### src/rtl/hud_frame_renderer.sv
// hud_frame_renderer
// Per-pixel HUD overlay. The block draws a border ring around the game area and
// lit glyph pixels for a set of text fields in the text band. Stage 1 classifies
// the incoming X/Y and issues the glyph ROM address. The region flags then wait
// ROM_LAT cycles so they line up with the ROM's answer.
//
// Ports
//   clock_25    : pixel clock
//   reset       : synchronous, active-high reset
//   X, Y        : current pixel coordinates (PIX_W bits each)
//   rom_data    : glyph bit returned by the ROM, ROM_LAT cycles after rom_x/rom_y
//   game_over   : game-over status, level-sensitive
//   rom_x       : ROM column address (8 bits)
//   rom_y       : ROM row address (4 bits)
//   field_idx   : index of the hit text field, 0 when no field is hit
//   pixel_on    : pixel lit, 1+ROM_LAT cycles after X/Y
//   game_area_o : pixel lies inside the game area, 1+ROM_LAT cycles after X/Y
//
// Build option
//   HUD_BORDER_BLINK_EN : when defined, the border blinks while game_over is
//                         high (BLINK_HALF frames on, BLINK_HALF frames off).
//                         When undefined, the border is always visible and
//                         game_over is ignored.
module hud_frame_renderer #(
    parameter int PIX_W      = 10,
    parameter int GAME_X0    = 58,
    parameter int GAME_Y0    = 43,
    parameter int GAME_X1    = 678,
    parameter int GAME_Y1    = 448,
    parameter int BORDER_T   = 5,
    parameter int TEXT_Y0    = 460,
    parameter int TEXT_H     = 16,
    parameter int NUM_FIELDS = 2,
    parameter logic [NUM_FIELDS*PIX_W-1:0] FIELD_X0   = {10'd362, 10'd108},
    parameter logic [NUM_FIELDS*PIX_W-1:0] FIELD_W    = {10'd81, 10'd63},
    parameter logic [NUM_FIELDS*PIX_W-1:0] FIELD_BASE = {10'd62, 10'd0},
    parameter int ROM_LAT    = 1,
    parameter int BLINK_HALF = 16
) (
    input  logic             clock_25,
    input  logic             reset,
    input  logic [PIX_W-1:0] X,
    input  logic [PIX_W-1:0] Y,
    input  logic             rom_data,
    input  logic             game_over,
    output logic [7:0]       rom_x,
    output logic [3:0]       rom_y,
    output logic [2:0]       field_idx,
    output logic             pixel_on,
    output logic             game_area_o
);

    int xi_s;
    int yi_s;
    logic in_outer_s;
    logic game_s;
    logic border_s;
    logic band_s;
    logic [NUM_FIELDS-1:0] hit_vec_s;
    logic hit_s;
    int   sel_s;
    logic [7:0] rx_s;
    logic [3:0] ry_s;
    logic [2:0] fi_s;
    logic border_vis_s;

    // Stage-1 flags; the ROM address is derived from them
    logic border_r;
    logic text_r;
    logic game_r;

    // Flag delay line matching the ROM latency
    logic [ROM_LAT-1:0] border_d_r;
    logic [ROM_LAT-1:0] text_d_r;
    logic [ROM_LAT-1:0] game_d_r;

    // Region classification and field priority select for the current pixel
    always_comb begin
        xi_s       = int'(X);
        yi_s       = int'(Y);
        in_outer_s = (xi_s >= GAME_X0 - BORDER_T) && (xi_s <= GAME_X1 + BORDER_T) &&
                     (yi_s >= GAME_Y0 - BORDER_T) && (yi_s <= GAME_Y1 + BORDER_T);
        game_s     = (xi_s >= GAME_X0) && (xi_s <= GAME_X1) &&
                     (yi_s >= GAME_Y0) && (yi_s <= GAME_Y1);
        border_s   = in_outer_s && !game_s;
        band_s     = (yi_s >= TEXT_Y0) && (yi_s <= TEXT_Y0 + TEXT_H - 1);
        for (int i = 0; i < NUM_FIELDS; i++) begin
            hit_vec_s[i] = band_s &&
                (xi_s >= int'(FIELD_X0[i*PIX_W +: PIX_W])) &&
                (xi_s <= int'(FIELD_X0[i*PIX_W +: PIX_W]) + int'(FIELD_W[i*PIX_W +: PIX_W]) - 1);
        end
        hit_s = |hit_vec_s;
        // Walk downward so the lowest-index overlapping field is the one kept
        sel_s = 0;
        for (int i = NUM_FIELDS - 1; i >= 0; i--) begin
            if (hit_vec_s[i]) begin
                sel_s = i;
            end else begin
                sel_s = sel_s;
            end
        end
        if (hit_s) begin
            rx_s = 8'(xi_s - int'(FIELD_X0[sel_s*PIX_W +: PIX_W]) +
                      int'(FIELD_BASE[sel_s*PIX_W +: PIX_W]));
            ry_s = 4'(yi_s - TEXT_Y0);
            fi_s = 3'(sel_s);
        end else begin
            rx_s = 8'd0;
            ry_s = 4'd0;
            fi_s = 3'd0;
        end
    end

`ifdef HUD_BORDER_BLINK_EN
    localparam int CNT_W = (2 * BLINK_HALF > 1) ? $clog2(2 * BLINK_HALF) : 1;
    logic [CNT_W-1:0] frame_cnt_r;
    logic             game_over_q_r;

    // Frame counter: cleared on a game_over rising edge so blinking starts visible
    always_ff @(posedge clock_25) begin
        if (reset) begin
            frame_cnt_r   <= {CNT_W{1'b0}};
            game_over_q_r <= 1'b0;
        end else begin
            game_over_q_r <= game_over;
            if (game_over && !game_over_q_r) begin
                frame_cnt_r <= {CNT_W{1'b0}};
            end else if ((X == {PIX_W{1'b0}}) && (Y == {PIX_W{1'b0}})) begin
                if (frame_cnt_r == CNT_W'(2 * BLINK_HALF - 1)) begin
                    frame_cnt_r <= {CNT_W{1'b0}};
                end else begin
                    frame_cnt_r <= frame_cnt_r + {{(CNT_W-1){1'b0}}, 1'b1};
                end
            end else begin
                frame_cnt_r <= frame_cnt_r;
            end
        end
    end

    // Border is dark during the second half of each blink period while game over
    always_comb begin
        if (!game_over) begin
            border_vis_s = 1'b1;
        end else if (int'(frame_cnt_r) < BLINK_HALF) begin
            border_vis_s = 1'b1;
        end else begin
            border_vis_s = 1'b0;
        end
    end
`else
    logic unused_game_over_s;
    assign unused_game_over_s = game_over;
    assign border_vis_s       = 1'b1;
`endif

    // Stage 1 registers, then the flag delay line aligned with rom_data
    always_ff @(posedge clock_25) begin
        if (reset) begin
            border_r   <= 1'b0;
            text_r     <= 1'b0;
            game_r     <= 1'b0;
            rom_x      <= 8'd0;
            rom_y      <= 4'd0;
            field_idx  <= 3'd0;
            border_d_r <= {ROM_LAT{1'b0}};
            text_d_r   <= {ROM_LAT{1'b0}};
            game_d_r   <= {ROM_LAT{1'b0}};
        end else begin
            border_r      <= border_s && border_vis_s;
            text_r        <= hit_s;
            game_r        <= game_s;
            rom_x         <= rx_s;
            rom_y         <= ry_s;
            field_idx     <= fi_s;
            border_d_r[0] <= border_r;
            text_d_r[0]   <= text_r;
            game_d_r[0]   <= game_r;
            for (int i = 1; i < ROM_LAT; i++) begin
                border_d_r[i] <= border_d_r[i-1];
                text_d_r[i]   <= text_d_r[i-1];
                game_d_r[i]   <= game_d_r[i-1];
            end
        end
    end

    // A text hit shows the glyph bit and hides the border; rom_data is ignored otherwise
    always_comb begin
        if (text_d_r[ROM_LAT-1]) begin
            pixel_on = rom_data;
        end else begin
            pixel_on = border_d_r[ROM_LAT-1];
        end
    end

    assign game_area_o = game_d_r[ROM_LAT-1];

endmodule

### config.mk
export PLATFORM = sky130hd
export DESIGN_NAME = hud_frame_renderer
export DESIGN_NICKNAME = d
export VERILOG_FILES = /design/src/rtl/hud_frame_renderer.sv
export SDC_FILE = /design/constraint.sdc
export NUM_CORES = 1
export LEC_CHECK = 0
export BUFFER_PORTS_ARGS = -buffer_cell sky130_fd_sc_hd__buf_2
export CORE_MARGIN = 5
export CORE_UTILIZATION = 40
export DETAILED_ROUTE_END_ITERATION = 8
export GPL_ROUTABILITY_DRIVEN = 1
export PLACE_DENSITY = 0.72
export SYNTH_ARGS = -nofsm -noshare
export SYNTH_HDL_FRONTEND = slang
export SYNTH_SLANG_ARGS = --single-unit
### constraint.sdc
create_clock -name clock_25 -period 8.57 [get_ports clock_25]
set_input_delay 1.714 -clock clock_25 [delete_from_list [all_inputs] [get_ports clock_25]]
set_output_delay 1.714 -clock clock_25 [all_outputs]
set_load 0.02 [all_outputs]
Yosys cells after proc, flatten, opt, wreduce, memory -nomap -nowiden. Index checks and enable logic that the tools add are counted.

Register bits: 21. Bits of input ports: 24. Output and inout port bits: 17. Logic and storage cells: 48.

Add/subtract/negate cells: 3. Multiply operators: 1. Order comparisons: 14. Shift operators: 2. Muxes and demuxes: 3. Bitwise gates (word level): 1. Reduce and logical (&&, ||, !) cells: 15.

Operators by type and width (number): indexed part select 20 x 32 -> 8 bit, first input constant (2); greater-or-equal comparator 10 x 6 -> 1 bit, second input constant (4); less-or-equal comparator 10 x 9 -> 1 bit, second input constant (4); multiplier 32 x 4 -> 31 bit, second input constant (1); greater-or-equal comparator 10 x 9 -> 1 bit, second input constant (2); less-or-equal comparator 10 bit, second input constant (2); logical AND 1 bit (12); greater-or-equal comparator 10 x 7 -> 1 bit, second input constant (1); less-or-equal comparator 10 x 8 -> 1 bit, second input constant (1); adder 8 bit (1); subtractor 8 bit (1); OR reduction 2 bit (2); subtractor 4 bit, second input constant (1); 2-to-1 mux 1 bit (3); zero test 1 bit (1); inverter 1 bit (1).

Logic depth before layout (Yosys ltp).
Word-level depth: 10. Depth in mapped cells: 14. Gate-level depth less buffers: 14.

Worst setup path before layout. Ideal clock, no wire load.

Path kind: input port to flip-flop. From: input X[2]. To: register rom_x[7]. Setup time: 0.087 ns. Arrival time: 4.233 ns. Data required time: 8.483 ns. Setup slack: 4.250 ns. Stages: 14. Buffers on the path: 0. Path through: inv_1 -> ha_1 -> nand2b_1 -> a31o_2 -> a221oi_2 -> nand4b_1 -> inv_1 -> ha_1 -> ha_1 -> o21ai_1 -> a211oi_1 -> o21a_1 -> or3_1 -> a211oi_1.

RTL lines: from (decl) (RTL line 42) `input logic [PIX_W-1:0] X,`; to (signal assigned) (RTL line 172) `rom_x <= rx_s;`; to (decl) (RTL line 46) `output logic [7:0] rom_x,`.

==> flow_metrics.tcl <==
set metrics [dict create \
    rr_endpoint "game_area_o$_SDFF_PP0_" \
    required_ns 8.77 \
    cp_slowest_cell "ha_1" \
    grt_pass1_vias 1117 \
    post_cts_buffers 0 \
    io_pins 41 \
    grt_overflow 0 \
    clkLatencyLatePin_ns 0.29 \
    slowest_delay_ns 0.34 \
    rsz0062_at_grt "false" \
    critPathLaunch "X[2]" \
    core_area_um2 3080 \
    cts_root_buffer "clkbuf_4" \
    met1_usage_pct 15.6 \
    leakagePower_nw 0.701 \
    net-switching-power_uw 48.0 \
    place_congestion 0.897 \
    use_met3_pct 1.01 \
    crit_family "compound AO/OA/AOI/OAI gates" \
    setup_viol 0 \
    grt_pass1_wl_um 4540 \
    syn_area_per_cell_um2 9.11 \
    max_freq_mhz 222 \
    r2r_slack_ns 8.05 \
    die_w_um 66.9 \
    fin_skew_ns 0.00400 \
    finish.utilization_pct 49.5 \
    ant_nets 0 \
    power_report.internal_total_uw 122 \
    routed_wl_um 2700 \
    synthArstFlopShare_pct 0 \
    clock-sinks 19 \
    yosysMostFrequentCell "dfxtp_1" \
    yosysTopAreaCellShare_pct 29.4 \
    hold_viol_final 0 \
    ys_ff_latch 19 \
    drc 0 \
    crit_path_max_fanout 8 \
    synthCells 142 \
    use_met2_pct 22.8 \
    clk_pin_slew_ns 0.10 \
    final_nets 217 \
    start_util_pct 42.0 \
    worst_setup_path_end_kind "register" \
    antenna_cells 0 \
    dp_hpwl_um 2230 \
    syn2layout_area_growth_pct 17.7 \
    yosysSeqAreaShare_pct 29.4 \
    synth_top_cell_by_area "dfxtp_1" \
    cp_data_arrival_time_ns 4.72 \
    fin_setup_tns_ns 0 \
    holdWs_ns 0.446 \
    tightest_slew_ns 0.788 \
    track_usage_pct 13.2 \
    yosys_warnings 0 \
    design.die.area_um2 4470 \
    slew_viol_final 0 \
    cts_buffers 3 \
    status "complete, no violations" \
    rows 20 \
    rr_worst_depth 1 \
    drt_iter0_markers 43 \
    cts.path.max_buffers 2 \
    timing.final.crit_period_ns 4.51 \
    synth_common_cells "19 x dfxtp_1, 14 x ha_1, 10 x inv_1, 9 x nand2_1, 9 x nor2_1" \
    period_share_pct 52.6 \
    start_kind "input pin" \
    drive_gt1_share_pct 31.5 \
    ys_types 48 \
    port_buffers 37 \
    die_y_um 66.9 \
    drt_pass1_iterations 4 \
    cts-resized-gates 0 \
    pwr-share-comb_pct 22.2 \
    cts_tree "done" \
    clock_power_share_pct 25.3 \
    htree_levels 1 \
    vias_per_cell 5.24 \
    hold_buffers 0 \
    relSlewSlack_pct 47.5 \
    crit_cells 15 \
    hold_class "register to register" \
    crit_type "input pin to register" \
    worstReg2RegStart "game_r$_SDFF_PP0_" \
    antenna_found_initial 0 \
    cp_cell_sequence "buf_2, inv_1, ha_1, nand2b_1, a31o_2, a221oi_2, nand4b_1, inv_1, ha_1, ha_1, o21ai_1, a211oi_1, o21a_1, or3_1, a211oi_1" \
    p_seq_share_pct 52.5 \
    syn_area_um2 1290 \
    vdd_ir_drop_max_uv 42.7 \
    drv_cap 0 \
    worst-path-buf-inv 3 \
    crit_path_end "rom_x[7]$_SDFF_PP0_" \
    swShare_pct 28.2 \
    avgRoutedWirePerCell_um 12.2 \
    ys_dominant_reg_cell "dfxtp_1" \
    cellPowerDensity_nw_per_um2 112 \
    busiest_layer "met2" \
    synth.area.top_cells "dfxtp_1 29%, ha_1 14%, nor3_2 4.6%" \
    grt_max_degree 14 \
    path_common_cell "ha_1" \
    vias 1164 \
    synth_edf_count 0 \
]
-- layer usage --
metal / routed length (µm) / vias up
li1: - / 599
met1: 1180 / 530
met2: 1340 / 31
met3: 137 / 4
met4: 40 / 0
met5: 0 / -
-- logic make-up (layout without fill, tap and decap cells) --
kind of cell / count (synthesis) / in the layout / synth area share (%)
other: 1 / 2 / 0.290
AND/OR/NAND/NOR: 55 / 55 / 28.2
multiplexers: 1 / 1 / 0.870
buffers and inverters: 16 / 51 / 6.09
AO/OA/AOI/OAI: 33 / 33 / 19.5
adder cells (fa/ha/maj): 14 / 14 / 13.5
XOR/XNOR: 3 / 3 / 2.03
flip-flops: 19 / 19 / 29.4
-- sequential cells by signal, summed over array words and instances (netlist names) --
name / cells
rom_x: 8
rom_y: 4
border_d_r: 1
border_r: 1
field_idx: 1
game_area_o: 1
game_r: 1
text_d_r: 1
text_r: 1
-- cell usage in the layout, fill, tap and decap left out, types with 3 or more instances in the layout --
cell type | netlist | final
a211oi_1 | 5 | 5
a21oi_1 | 8 | 8
buf_2 | 0 | 37
clkbuf_4 | 0 | 3
dfxtp_1 | 19 | 19
ha_1 | 14 | 14
inv_1 | 10 | 10
nand2_1 | 9 | 9
nor2_1 | 9 | 9
nor2b_1 | 4 | 4
nor3_1 | 4 | 4
nor3_2 | 6 | 6
nor3b_2 | 3 | 3
nor4_1 | 3 | 3
-- cell type report --
class,instances,area (µm²)
Sequential cell,19,380
Tap cell,44,55.1
Inverter,10,37.5
Fill cell,289,1560
Clock buffer,4,26.3
Multi-Input combinational cell,108,838
Timing Repair Buffer,37,185
-- metrics by stage --
step	power (mW)	cell area, µm²	cells	worst slack [ns]
3_5_place_dp	0.129	1500	218	3.77
2_1_floorplan	0.116	1300	143	4.25
6_report	0.170	1520	222	4.06
3_3_place_gp	0.128	1500	218	3.80
4_1_cts	0.171	1520	222	4.07
5_1_grt	0.179	1520	222	3.76
-- worst min-delay path by stage --
stage / start / cells after the start / end
after floorplan: border_r$_SDFF_PP0_ / 1 / border_d_r$_SDFF_PP0_
after global placement: text_r$_SDFF_PP0_ / 1 / text_d_r$_SDFF_PP0_
after detailed placement: border_r$_SDFF_PP0_ / 1 / border_d_r$_SDFF_PP0_
after CTS: text_r$_SDFF_PP0_ / 1 / text_d_r$_SDFF_PP0_
after global routing: text_r$_SDFF_PP0_ / 1 / text_d_r$_SDFF_PP0_
final: text_r$_SDFF_PP0_ / 1 / text_d_r$_SDFF_PP0_
-- power groups by stage --
stage	registers, mW	logic [mW]	clock network, mW
6_report	0.0893	0.0378	0.0430
5_1_grt	0.0895	0.0424	0.0476
4_1_cts	0.0893	0.0377	0.0443
3_5_place_dp	0.0914	0.0375	0
3_3_place_gp	0.0913	0.0363	0
2_1_floorplan	0.0916	0.0242	0
(Power assumes the default switching activity.)
